[src/rtl/bus_ctrl_pkg.sv]
// Shared types and helpers for the shared-bus access controller.
package bus_ctrl_pkg;

    typedef enum logic [1:0] {
        IDLE    = 2'd0,
        GRANT   = 2'd1,
        RELEASE = 2'd2
    } bus_state_e;

    // Index width for N requesters, never narrower than one bit.
    function automatic int unsigned ptr_w(input int unsigned n);
        return (n > 1) ? $clog2(n) : 1;
    endfunction

endpackage

[src/rtl/shared_bus_ctrl_if.sv]
// Request/grant bundle between the requesters and the shared-bus controller.
interface shared_bus_ctrl_if #(
    parameter int unsigned N_REQ = 4
) ();
    localparam int unsigned PTR_W = bus_ctrl_pkg::ptr_w(N_REQ);

    logic [N_REQ-1:0] req;
    logic [N_REQ-1:0] gnt;
    logic [PTR_W-1:0] owner;
    logic             owner_vld;
    logic             bus_turn;
    logic             timeout_evt;

    modport master (
        output req,
        input  gnt, owner, owner_vld, bus_turn, timeout_evt
    );

    modport slave (
        input  req,
        output gnt, owner, owner_vld, bus_turn, timeout_evt
    );
endinterface

[src/rtl/rr_pick.sv]
// Combinational rotating-priority picker: first set request at or after ptr, wrapping.
module rr_pick #(
    parameter int unsigned N_REQ = 4,
    parameter int unsigned PTR_W = bus_ctrl_pkg::ptr_w(N_REQ)
) (
    input  logic [N_REQ-1:0] req_i,
    input  logic [PTR_W-1:0] ptr_i,
    output logic [N_REQ-1:0] win_o,
    output logic [PTR_W-1:0] win_idx_o,
    output logic             any_o
);
    always_comb begin
        int unsigned      idx;
        logic [PTR_W-1:0] sel;
        win_o     = '0;
        win_idx_o = '0;
        any_o     = 1'b0;
        idx       = 0;
        sel       = '0;
        for (int unsigned i = 0; i < N_REQ; i++) begin
            idx = (32'(ptr_i) + i) % N_REQ;
            sel = PTR_W'(idx);
            if (!any_o && req_i[sel]) begin
                any_o      = 1'b1;
                win_o[sel] = 1'b1;
                win_idx_o  = sel;
            end
        end
    end
endmodule

[src/rtl/shared_bus_ctrl.sv]
// Round-robin owner control for one shared bus: bounded hold, one turnaround cycle between owners.
module shared_bus_ctrl #(
    parameter int unsigned N_REQ    = 4,
    parameter int unsigned MAX_HOLD = 8,
    parameter int unsigned CNT_W    = 4
) (
    input  logic             clk,
    input  logic             rst,
    shared_bus_ctrl_if.slave bus
);
    import bus_ctrl_pkg::*;

    localparam int unsigned PTR_W = ptr_w(N_REQ);

    bus_state_e       state_q, state_d;
    logic [PTR_W-1:0] ptr_q, ptr_d;
    logic [CNT_W-1:0] hold_q, hold_d;
    logic [N_REQ-1:0] gnt_q, gnt_d;
    logic [PTR_W-1:0] owner_q, owner_d;
    logic             vld_q, vld_d;
    logic             turn_q, turn_d;
    logic             tevt_q, tevt_d;

    logic [N_REQ-1:0] pick_win;
    logic [PTR_W-1:0] pick_idx;
    logic             pick_any;

    rr_pick #(
        .N_REQ (N_REQ),
        .PTR_W (PTR_W)
    ) u_pick (
        .req_i     (bus.req),
        .ptr_i     (ptr_q),
        .win_o     (pick_win),
        .win_idx_o (pick_idx),
        .any_o     (pick_any)
    );

    always_ff @(posedge clk or posedge rst) begin
        if (rst) begin
            state_q <= IDLE;
            ptr_q   <= '0;
            hold_q  <= '0;
            gnt_q   <= '0;
            owner_q <= '0;
            vld_q   <= 1'b0;
            turn_q  <= 1'b0;
            tevt_q  <= 1'b0;
        end else begin
            state_q <= state_d;
            ptr_q   <= ptr_d;
            hold_q  <= hold_d;
            gnt_q   <= gnt_d;
            owner_q <= owner_d;
            vld_q   <= vld_d;
            turn_q  <= turn_d;
            tevt_q  <= tevt_d;
        end
    end

    always_comb begin
        logic owner_req;
        logic others_req;
        logic do_grant;
        logic do_release;

        state_d    = state_q;
        ptr_d      = ptr_q;
        hold_d     = hold_q;
        gnt_d      = gnt_q;
        owner_d    = owner_q;
        vld_d      = vld_q;
        turn_d     = 1'b0;
        tevt_d     = 1'b0;
        do_grant   = 1'b0;
        do_release = 1'b0;
        owner_req  = bus.req[owner_q];
        others_req = |(bus.req & ~gnt_q);

        unique case (state_q)
            IDLE:    do_grant = pick_any;
            GRANT: begin
                // A voluntary drop takes precedence, so it never reports as a timeout.
                if (!owner_req) begin
                    do_release = 1'b1;
                end else if ((hold_q == CNT_W'(MAX_HOLD)) && others_req) begin
                    do_release = 1'b1;
                    tevt_d     = 1'b1;
                end else if (hold_q != CNT_W'(MAX_HOLD)) begin
                    hold_d = hold_q + CNT_W'(1);
                end
            end
            RELEASE: begin
                do_grant = pick_any;
                if (!pick_any) state_d = IDLE;
            end
            default: state_d = IDLE;
        endcase

        if (do_release) begin
            state_d = RELEASE;
            gnt_d   = '0;
            vld_d   = 1'b0;
            turn_d  = 1'b1;
        end

        if (do_grant) begin
            state_d = GRANT;
            gnt_d   = pick_win;
            owner_d = pick_idx;
            vld_d   = 1'b1;
            hold_d  = CNT_W'(1);
            ptr_d   = (pick_idx == PTR_W'(N_REQ - 1)) ? '0 : pick_idx + PTR_W'(1);
        end
    end

    assign bus.gnt         = gnt_q;
    assign bus.owner       = owner_q;
    assign bus.owner_vld   = vld_q;
    assign bus.bus_turn    = turn_q;
    assign bus.timeout_evt = tevt_q;

endmodule

[src/flat_wrapper.sv]
// flat-port wrapper written by rule: the top's interface ports become plain ports
module shared_bus_ctrl_flat import bus_ctrl_pkg::*;
#(
    parameter int unsigned N_REQ    = 4,
    parameter int unsigned MAX_HOLD = 8,
    parameter int unsigned CNT_W    = 4
)
  (clk, rst, bus_req, bus_gnt, bus_owner, bus_owner_vld, bus_bus_turn, bus_timeout_evt);
  shared_bus_ctrl_if #(.N_REQ(N_REQ)) bus_i ();
  input  logic clk;
  input  logic rst;
  input wire logic [$bits(bus_i.req)-1:0] bus_req;
  output wire logic [$bits(bus_i.gnt)-1:0] bus_gnt;
  output wire logic [$bits(bus_i.owner)-1:0] bus_owner;
  output wire logic [$bits(bus_i.owner_vld)-1:0] bus_owner_vld;
  output wire logic [$bits(bus_i.bus_turn)-1:0] bus_bus_turn;
  output wire logic [$bits(bus_i.timeout_evt)-1:0] bus_timeout_evt;
  assign bus_i.req = bus_req;
  assign bus_gnt = bus_i.gnt;
  assign bus_owner = bus_i.owner;
  assign bus_owner_vld = bus_i.owner_vld;
  assign bus_bus_turn = bus_i.bus_turn;
  assign bus_timeout_evt = bus_i.timeout_evt;
  shared_bus_ctrl #(.N_REQ(N_REQ), .MAX_HOLD(MAX_HOLD), .CNT_W(CNT_W)) u_core (.clk(clk), .rst(rst), .bus(bus_i));
endmodule
[config.mk]
export PLATFORM = sky130hd
export DESIGN_NAME = shared_bus_ctrl_flat
export DESIGN_NICKNAME = d
export VERILOG_FILES = /design/src/rtl/bus_ctrl_pkg.sv /design/src/rtl/shared_bus_ctrl_if.sv /design/src/rtl/rr_pick.sv /design/src/rtl/shared_bus_ctrl.sv /design/src/flat_wrapper.sv
export SDC_FILE = /design/constraint.sdc
export NUM_CORES = 1
export LEC_CHECK = 0
export BUFFER_PORTS_ARGS = -buffer_cell sky130_fd_sc_hd__buf_2
export CAP_MARGIN = 5
export CORE_UTILIZATION = 42
export DETAILED_ROUTE_END_ITERATION = 10
export HOLD_SLACK_MARGIN = 0.08
export PLACE_DENSITY = 0.57
export SLEW_MARGIN = 20
export SYNTH_ARGS = -nofsm -noshare
export SYNTH_HDL_FRONTEND = slang
export SYNTH_SLANG_ARGS = --single-unit
[constraint.sdc]
create_clock -name clk -period 2.8 [get_ports clk]
set_clock_uncertainty 0.05 [all_clocks]
set_input_delay 0.28 -clock clk [delete_from_list [all_inputs] [get_ports clk]]
set_output_delay 0.28 -clock clk [all_outputs]
set_load 0.1 [all_outputs]
# --- After elaboration in Yosys (flattened, before gate mapping) ---
# Cells that the tools add are included.
totals:
  output_inout_bits: 9
  wordCells: 107
  ff_bits: 17
classes:
  bitwise_logic: 5
  magnitude_cmp: 9
  eq_ne: 8
  n_reduce_logical: 21
  muxes: 51
  add_sub_neg: 5
op_table:
  columns: ["op", "count"]
  rows:
  - ["4-bit 2-to-1 mux", 11]
  - ["1-bit 2-to-1 mux", 22]
  - ["2-bit 2-to-1 mux", 8]
  - ["2-bit by 3-bit < comparator with 1-bit output (second input constant)", 5]
  - ["4-bit OR", 3]
  - ["1-bit binary-select mux with 2-bit select", 5]
  - ["1-bit demux with 2-bit select", 4]
  - ["2-bit by 1-bit >= comparator with 1-bit output (second input constant)", 4]
  - ["1-bit logical AND", 8]
  - ["4-bit != test (second input constant)", 2]
  - ["2-bit nonzero test", 4]
  - ["2-bit by 1-bit adder with 2-bit output (second input constant)", 2]
  - ["2-bit adder (second input constant)", 2]
  - ["4-bit by 1-bit adder with 4-bit output (second input constant)", 1]
  - ["4-bit AND", 1]
  - ["2-bit == test (second input constant)", 2]
  - ["4-bit == test (second input constant)", 1]
  - ["4-bit inverter", 1]
  - ["2-bit one-hot mux with 2 select lines", 1]
  - ["4-bit AND reduction", 1]
  - ["2-bit OR reduction", 2]
  - ["4-bit OR reduction", 1]
  - ["1-bit logical NOT", 3]
  - ["3-bit by 1-bit != test with 1-bit output (second input constant)", 1]
  - ["other kinds (4)", 4]

# --- Longest topological paths before layout ---
# Gate-level depths: netlist of the first run.
logic_depth:
  ltp_word: 16
  ltp_mapped: 9
  depth_no_buf: 7

# --- Modules after synthesis ---
# A second synthesis of the first run with hierarchy kept.
unflattened:
  cells_unflattened: 125
  hier_area_um2: 1206.2
by_module_without_submodules:
  columns: ["module", "area_per_inst_um2", "cells_per_inst", "seq_area_each_um2", "instances"]
  rows:
  - ["shared_bus_ctrl", 787.0, 80, 425.4, 1]
  - ["rr_pick", 419.2, 45, 0.0, 1]

# --- Worst setup path after synthesis of the first run ---
# OpenSTA, ideal clock, no wires.
synth_path:
  path_kind: "register -> register"
  start: "register u_core.owner_q[0] (netlist: u_core.bus.owner[0])"
  end: "register u_core.gnt_q[1] (netlist: u_core.bus.gnt[1])"
  t_arrival_ns: 2.231
  required_ns: 2.624
  stages_incl_launch_ff: 5
  path_buffers: 0
  setup_ns: 0.126
  slack_ns: 0.393
  path_cell_list: "dfrtp_1 mux4_1 a21boi_1 nor2_1 a221o_1"
synth_via:
  elab_chain_len: 5
synth_rtl:
  columns: ["element", "line_no", "text"]
  rows:
  - ["start: declaration", "shared_bus_ctrl.sv:19", "logic [PTR_W-1:0] owner_q, owner_d;"]
  - ["start signal: assignment", "shared_bus_ctrl.sv:54", "owner_q <= owner_d;"]
  - ["1-bit binary-select mux with 2-bit select", "shared_bus_ctrl.sv:77", "owner_req = bus.req[owner_q];"]
  - ["1-bit 2-to-1 mux (implied by the code)", "shared_bus_ctrl.sv:77", null]
  - ["1-bit 2-to-1 mux", "shared_bus_ctrl.sv:84", "if (!owner_req) begin"]
  - ["1-bit 2-to-1 mux", "shared_bus_ctrl.sv:80", "unique case (state_q)"]
  - ["2-bit nonzero test (no line)", null, null]
  - ["end signal: assignment", "shared_bus_ctrl.sv:53", "gnt_q <= gnt_d;"]
  - ["end: declaration", "shared_bus_ctrl.sv:18", "logic [N_REQ-1:0] gnt_q, gnt_d;"]
# Every way passes these cells. The select of a mux whose other input is x is not followed.
# A chain may end at the register's enable or synchronous reset.

# --- Worst setup path after layout of the first run ---
layout_path:
  start: "register u_core.ptr_q[1]"
  end: "register u_core.gnt_q[0] (netlist: u_core.bus.gnt[0])"
layout_via:
  elab_chain_len: 14
  word_cells_on_any_way: 51
layout_rtl:
  columns: ["element", "line_no", "text"]
  rows:
  - ["start: declaration", "shared_bus_ctrl.sv:16", "logic [PTR_W-1:0] ptr_q, ptr_d;"]
  - ["start signal: assignment", "shared_bus_ctrl.sv:51", "ptr_q <= ptr_d;"]
  - ["parallel branches: the longest is 14 deep, another holds 2-bit by 3-bit < comparator with 1-bit output", null, null]
# Several ways; the timed one is not identified. The select of a mux whose other input is x is not followed.

==> results of run 1 <==
-- synth_stat cells, types with 2 or more instances --
| cell | number | area, sq um |
|---|---|---|
| dfrtp_1 | 17 | 425 |
| inv_1 | 8 | 30.0 |
| buf_6 | 4 | 45.0 |
| a22o_2 | 3 | 30.0 |
| xnor2_1 | 3 | 26.3 |
| a221o_1 | 4 | 40.0 |
| mux2i_1 | 3 | 30.0 |
| nand2_1 | 4 | 15.0 |
| a21oi_1 | 4 | 20.0 |
| a22o_1 | 13 | 114 |
| ha_1 | 10 | 125 |
| nand3_1 | 2 | 10.0 |
| mux2_2 | 2 | 22.5 |
| nand2b_1 | 3 | 18.8 |
| xor2_1 | 2 | 17.5 |
| o21ai_0 | 3 | 15.0 |
| and3_1 | 2 | 12.5 |
| nor2_1 | 12 | 45.0 |
| clkbuf_1 | 2 | 7.51 |
-- layout make-up --
| type | instances | share of cell area (%) |
|---|---|---|
| tap | 31 | 2.80 |
| inverter | 8 | 2.17 |
| timing repair buffer | 17 | 6.86 |
| sequential | 17 | 30.7 |
| multi-input combinational | 92 | 55.6 |
| clock buffer | 4 | 1.90 |
-- sequential cells by signal, summed over array words and instances (netlist names) --
name and cells:
u_core.state_q 2, u_core.bus.gnt 4, u_core.bus.owner_vld 1, u_core.bus.owner 2, u_core.bus.timeout_evt 1, u_core.bus.bus_turn 1, u_core.hold_q 4, u_core.ptr_q 2
-- kinds of logic after synthesis --
| kind of cell | count (synthesis) | synth area share, % |
|---|---|---|
| AOI/OAI and AO/OA | 35 | 23.2 |
| and+or+nand+nor | 34 | 14.2 |
| DFF | 17 | 33.3 |
| buffers and inverters | 14 | 6.46 |
| adders and majority gates | 10 | 9.78 |
| muxes | 7 | 7.93 |
| xor gates and xnor gates | 6 | 5.19 |
-- critical path, cell delays in order, from the launching register on --
cell and delay [ns]:
dfrtp_1 0.47, inv_1 0.16, ha_1 0.40, or3b_2 0.45, o21ai_0 0.43, a22o_1 0.23
a221o_1 0.13
-- metrics by stage --
step,instance area (sq um),std cells
2_1_floorplan,1280,123
6_report,1390,169
3_5_place_dp,1350,164
5_1_grt,1390,169
4_1_cts,1390,169
3_3_place_gp,1350,164
-- path summary, 6_finish.rpt --
| check | startpoint | endpoint |
|---|---|---|
| worst max-delay path | u_core.ptr_q[1]$_DFFE_PP0P_ | u_core.bus.gnt[0]$_DFFE_PP0P_ |
| worst min-delay path | bus_req[1] | u_core.hold_q[0]$_DFFE_PP0P_ |
| min in group asynchronous | rst | u_core.hold_q[0]$_DFFE_PP0P_ |
| worst min register to register | u_core.state_q[0]$_DFFE_PP0P_ | u_core.hold_q[0]$_DFFE_PP0P_ |
| max in group asynchronous | rst | u_core.ptr_q[0]$_DFFE_PP0P_ |
| worst max register to register | u_core.ptr_q[1]$_DFFE_PP0P_ | u_core.bus.gnt[0]$_DFFE_PP0P_ |
-- repair_timing --
action,CTS,global route
hold buffers,1,0
hold endpoints to repair,17,0
buffers inserted,0,0
-- metal layers --
metal / track usage [%] / part of all wire, % / vias up
li1: - / - / 482
met1: 22.8 / 48 / 462
met2: 28.7 / 49 / 15
met3: 0.680 / 1.7 / 2
met4: 7.32 / 1.1 / 0
met5: 0 / 0 / -
==> flow_summary.toml, run 1 <==
[yosys]
syn_area_sq_um = 1280
ys.flop_type = "dfrtp_1"
syn-num-nets = 139
syn_inst = 123
synth_warnings = 0
ys_seq_elements = 17
synth_area_per_cell_sq_um = 10.4
synthDistinctLibCells = 41
yosysSeqAreaShare_pct = 33.3
async_flop_share_pct = 100
synth_edf_count = 0

[final_layout]
n_fill_cell = 291
final_cell_mix = "dfrtp_1, buf_2, a22o_1"
final_common_cell = "dfrtp_1"
num_antenna_cells = 0
layout-drive-gt1-share_pct = 21.7
ff_latch_area_sq_um = 425
nets = 155
multi_input_area_sq_um = 771
syn_to_final_growth_pct = 8.41
finish.utilization_pct = 49.0

[worst_setup_path]
cp_max_fo = 8
r2r_slack_ns = 0.41
worstRegToRegCells = 6
startpoint_type = "register"
crit_arrival_ns = 2.57
crit_type = "register to register"
worstSetupEndpointType = "register"
required_ns = 2.98

[die]
die_w_um = 57.2
initial_core_util_pct = 45.2
io-pin-count = 15
die_h_um = 57.2
rows = 19
dieArea_sq_um = 3270
design.core.area_sq_um = 2830

[placed_design]
portBuffers = 14
pre_cts_slack_ns = 0.424
hpwl_um = 1940
finalWeightedCongestion = 0.870

[sta]
max_clock_freq_mhz = 419
relSlewSlack_pct = 54.4
tns_ns = 0
worstMarginPinSlew_ns = 0.681
hold_viol_final = 0
min_period_over_period_pct = 85.2
slew_viol_final = 0
finalSetupViolations = 0
fin_crit_ns = 2.39
hold_slack_ns = 0.385
setup_ws_ns = 0.414
rsz0062_at_grt = "no"

[global_routing]
antenna_found_initial = 0
grt_pass1_wl_um = 4310
grt_usage_pct = 17.0
grt_pass1_vias = 961
grt_max_degree = 18
grt-ovfl-total = 0

[clocking]
cts_made_buffers = 3
clk_pin_slew_worst_paths_ns = 0.10
ctsResizeCount = 0
htree_levels = 1
clockRootBuffer = "clkbuf_4"
numClockSinks = 17
cts_tree = "yes"
clk_latency_ns = 0.29
clk_path_buf_depth = 2

[min_path]
hold_path.class = "input pin to register"
hold_path_depth = 3

[drt]
drc = 0
drt_wl_total_um = 2500
ant_nets = 0
wl_per_cell_um = 14.8
dr.pass1.iters = 4
vias = 961
viasPerCell = 5.69
drt_iter0_markers = 21

[job]
maxCapViolations = 0

[status]
outcome = "complete, no violations"
Power of run 1 is left out: the tool's default activity adds up to more than one toggle a clock period on the data nets, which glitch-free logic cannot reach.
==> run 2, diff against run 1 <==
ABC_AREA = 1   (was not set)
PLACE_DENSITY = 0.56   (was 0.57)
==> run 2 against run 1 <==
Die area increased by 4.3%. Highest routed layer unchanged. Critical endpoint is now u_core.ptr_q[1]$_DFFE_PP0P_. Global-route usage increased by 2.2 points. Worst hold slack improved by 0.0066 ns. Design area increased by 5.0%. Worst setup slack got worse by 0.020 ns.
==> flow_summary.toml, run 2 <==
[worst_setup_path]
worst-path-buf-inv = 3
max_stage_delay_ns = 0.66
crit_slowest_cell = "dfrtp_1"
crit_arrival_ns = 2.55
critPathTopFamily = "simple AND/OR/NAND/NOR gates"
required_ns = 2.94
crit_type = "register to register"
cp_cell_sequence = "inv_4 -> ha_1 -> inv_1 -> nand3_2 -> nand2_2 -> nor2_8 -> nand3b_4 -> nand2_4 -> inv_4 -> nand2_1 -> nand2_1 -> nand2_1 -> nand2_1"
cp_max_fo = 14
cpMostUsedCell = "nand2_1"
worstSetupEndpointType = "register"
startpoint_type = "register"

[yosys]
ys_top_cells_by_area = "dfrtp_1, nand2_1, nand3_1"
synthDistinctLibCells = 27
yosysSeqAreaShare_pct = 31.9
synth_top_cell_area_share_pct = 31.9
syn_inst = 175
synth_warnings = 0
syn-num-nets = 191
ys_seq_elements = 17
yosys.area.top_type = "dfrtp_1"
ys.flop_type = "dfrtp_1"
synth_edf_count = 0
async_flop_share_pct = 100
synth.most_common_cell = "nand2_1"
ys_top_cells_by_count = "nand2_1, nand3_1, inv_1, dfrtp_1, ha_1"
synth_area_per_cell_sq_um = 7.63
syn_area_sq_um = 1340

[status]
outcome = "complete, no violations"

[clocking]
ctsResizeCount = 0
clk_path_buf_depth = 2
cts_hold_buf = 1
post-cts-setup-buffers = 0
htree_levels = 1
cts_made_buffers = 3
clockRootBuffer = "clkbuf_4"
cts_tree = "yes"
clk_latency_ns = 0.29
numClockSinks = 17
clk_pin_slew_worst_paths_ns = 0.10

[drt]
viasPerCell = 5.01
ant_nets = 0
wl_per_cell_um = 12.5
vias = 1178
dr.pass1.iters = 4
drc = 0
drt_iter0_markers = 60
drt_wl_total_um = 2940

[final_layout]
nets = 208
final_cell_mix = "nand2_1, nand3_1, inv_1"
ff_latch_area_sq_um = 425
final_common_cell = "nand2_1"
syn_to_final_growth_pct = 9.00
n_fill_cell = 302
layout-drive-gt1-share_pct = 17.3
num_antenna_cells = 0
multi_input_area_sq_um = 776

[die]
rows = 20
io-pin-count = 15
dieArea_sq_um = 3410
die_w_um = 58.4
die_h_um = 58.4
design.core.area_sq_um = 3030
initial_core_util_pct = 44.1

[sta]
fin_crit_ns = 2.41
relSlewSlack_pct = 57.5
hold_viol_final = 0
rsz0062_at_grt = "no"
worstMarginPinSlew_ns = 0.636
min_period_over_period_pct = 85.9
slew_viol_final = 0
max_clock_freq_mhz = 416
finalSetupViolations = 0
tns_ns = 0

[global_routing]
grt_pass1_vias = 1074
grt_max_degree = 18
antenna_found_initial = 0
grt_usage_pct = 19.1
grt-ovfl-total = 0
grt_pass1_wl_um = 4970

[placed_design]
portBuffers = 14
hpwl_um = 2310
finalWeightedCongestion = 0.902

[min_path]
hold_path.class = "input pin to register"

[job]
maxCapViolations = 0
-- run 2: path summary, 6_finish.rpt --
check | start | to | slack [ns] | cells after the start
setup reg to reg | u_core.ptr_q[0]$_DFFE_PP0P_ | u_core.ptr_q[1]$_DFFE_PP0P_ | 0.39 | 13
max in group asynchronous | rst | u_core.hold_q[2]$_DFFE_PP0P_ | 1.74 | 3
setup / recovery | u_core.ptr_q[0]$_DFFE_PP0P_ | u_core.ptr_q[1]$_DFFE_PP0P_ | 0.39 | 13
hold / removal | bus_req[3] | u_core.bus.timeout_evt$_DFF_PP0_ | 0.39 | 5
hold reg to reg | u_core.bus.owner_vld$_DFFE_PP0P_ | u_core.bus.owner_vld$_DFFE_PP0P_ | 0.44 | 2
min in group asynchronous | rst | u_core.bus.bus_turn$_DFF_PP0_ | 0.55 | 3
-- run 2: routing by layer --
metal | GRT usage (%) | vias up | routed length, um
met5 | 0 | - | 0
met4 | 4.08 | 0 | 16
met3 | 6.81 | 4 | 231
met2 | 25.1 | 35 | 1160
met1 | 29.6 | 527 | 1530
li1 | - | 612 | -
-- run 2: final cells by class --
cell class              instances  share of cell area (%)
clock buffers                   3                    1.55
clock inverters                 1                   0.344
inverters                      23                    6.28
multi-input cells             132                    53.3
flip-flops and latches         17                    29.2
well taps                      44                    3.78
repair buffers                 15                    5.50
-- run 2: through the flow --
stage	std cells	hold slack (ns)	area, sq um	utilization, %	setup WS, ns
floorplan	175	0.156	1340	-	0.765
global placement	230	0.339	1420	46.8	0.529
detailed placement	230	0.348	1420	46.8	0.417
CTS	235	0.390	1460	48.1	0.410
global route	235	0.406	1460	48.1	0.187
finish	235	0.391	1460	48.1	0.394
-- run 2: cells by family (layout without fill, tap and decap cells) --
kind of cell             Yosys count  count (layout)  share of synthesized area [%]
AO/OA/AOI/OAI                     17              17                           7.87
XOR/XNOR                           1               1                          0.656
adder cells (fa/ha/maj)           10              10                           9.37
buffers and inverters             26              42                           10.0
flip-flops                        17              17                           31.9
AND/OR/NAND/NOR                  104             104                           40.2
-- run 2: worst register-to-register path, cell delays in order (launching register included) --
cell,delay (ns)
dfrtp_1,0.66
inv_4,0.17
ha_1,0.42
inv_1,0.11
nand3_2,0.09
nand2_2,0.10
nor2_8,0.15
nand3b_4,0.09
nand2_4,0.16
inv_4,0.07
nand2_1,0.08
nand2_1,0.05
nand2_1,0.06
nand2_1,0.04
Power of run 2 is left out for the same reason.
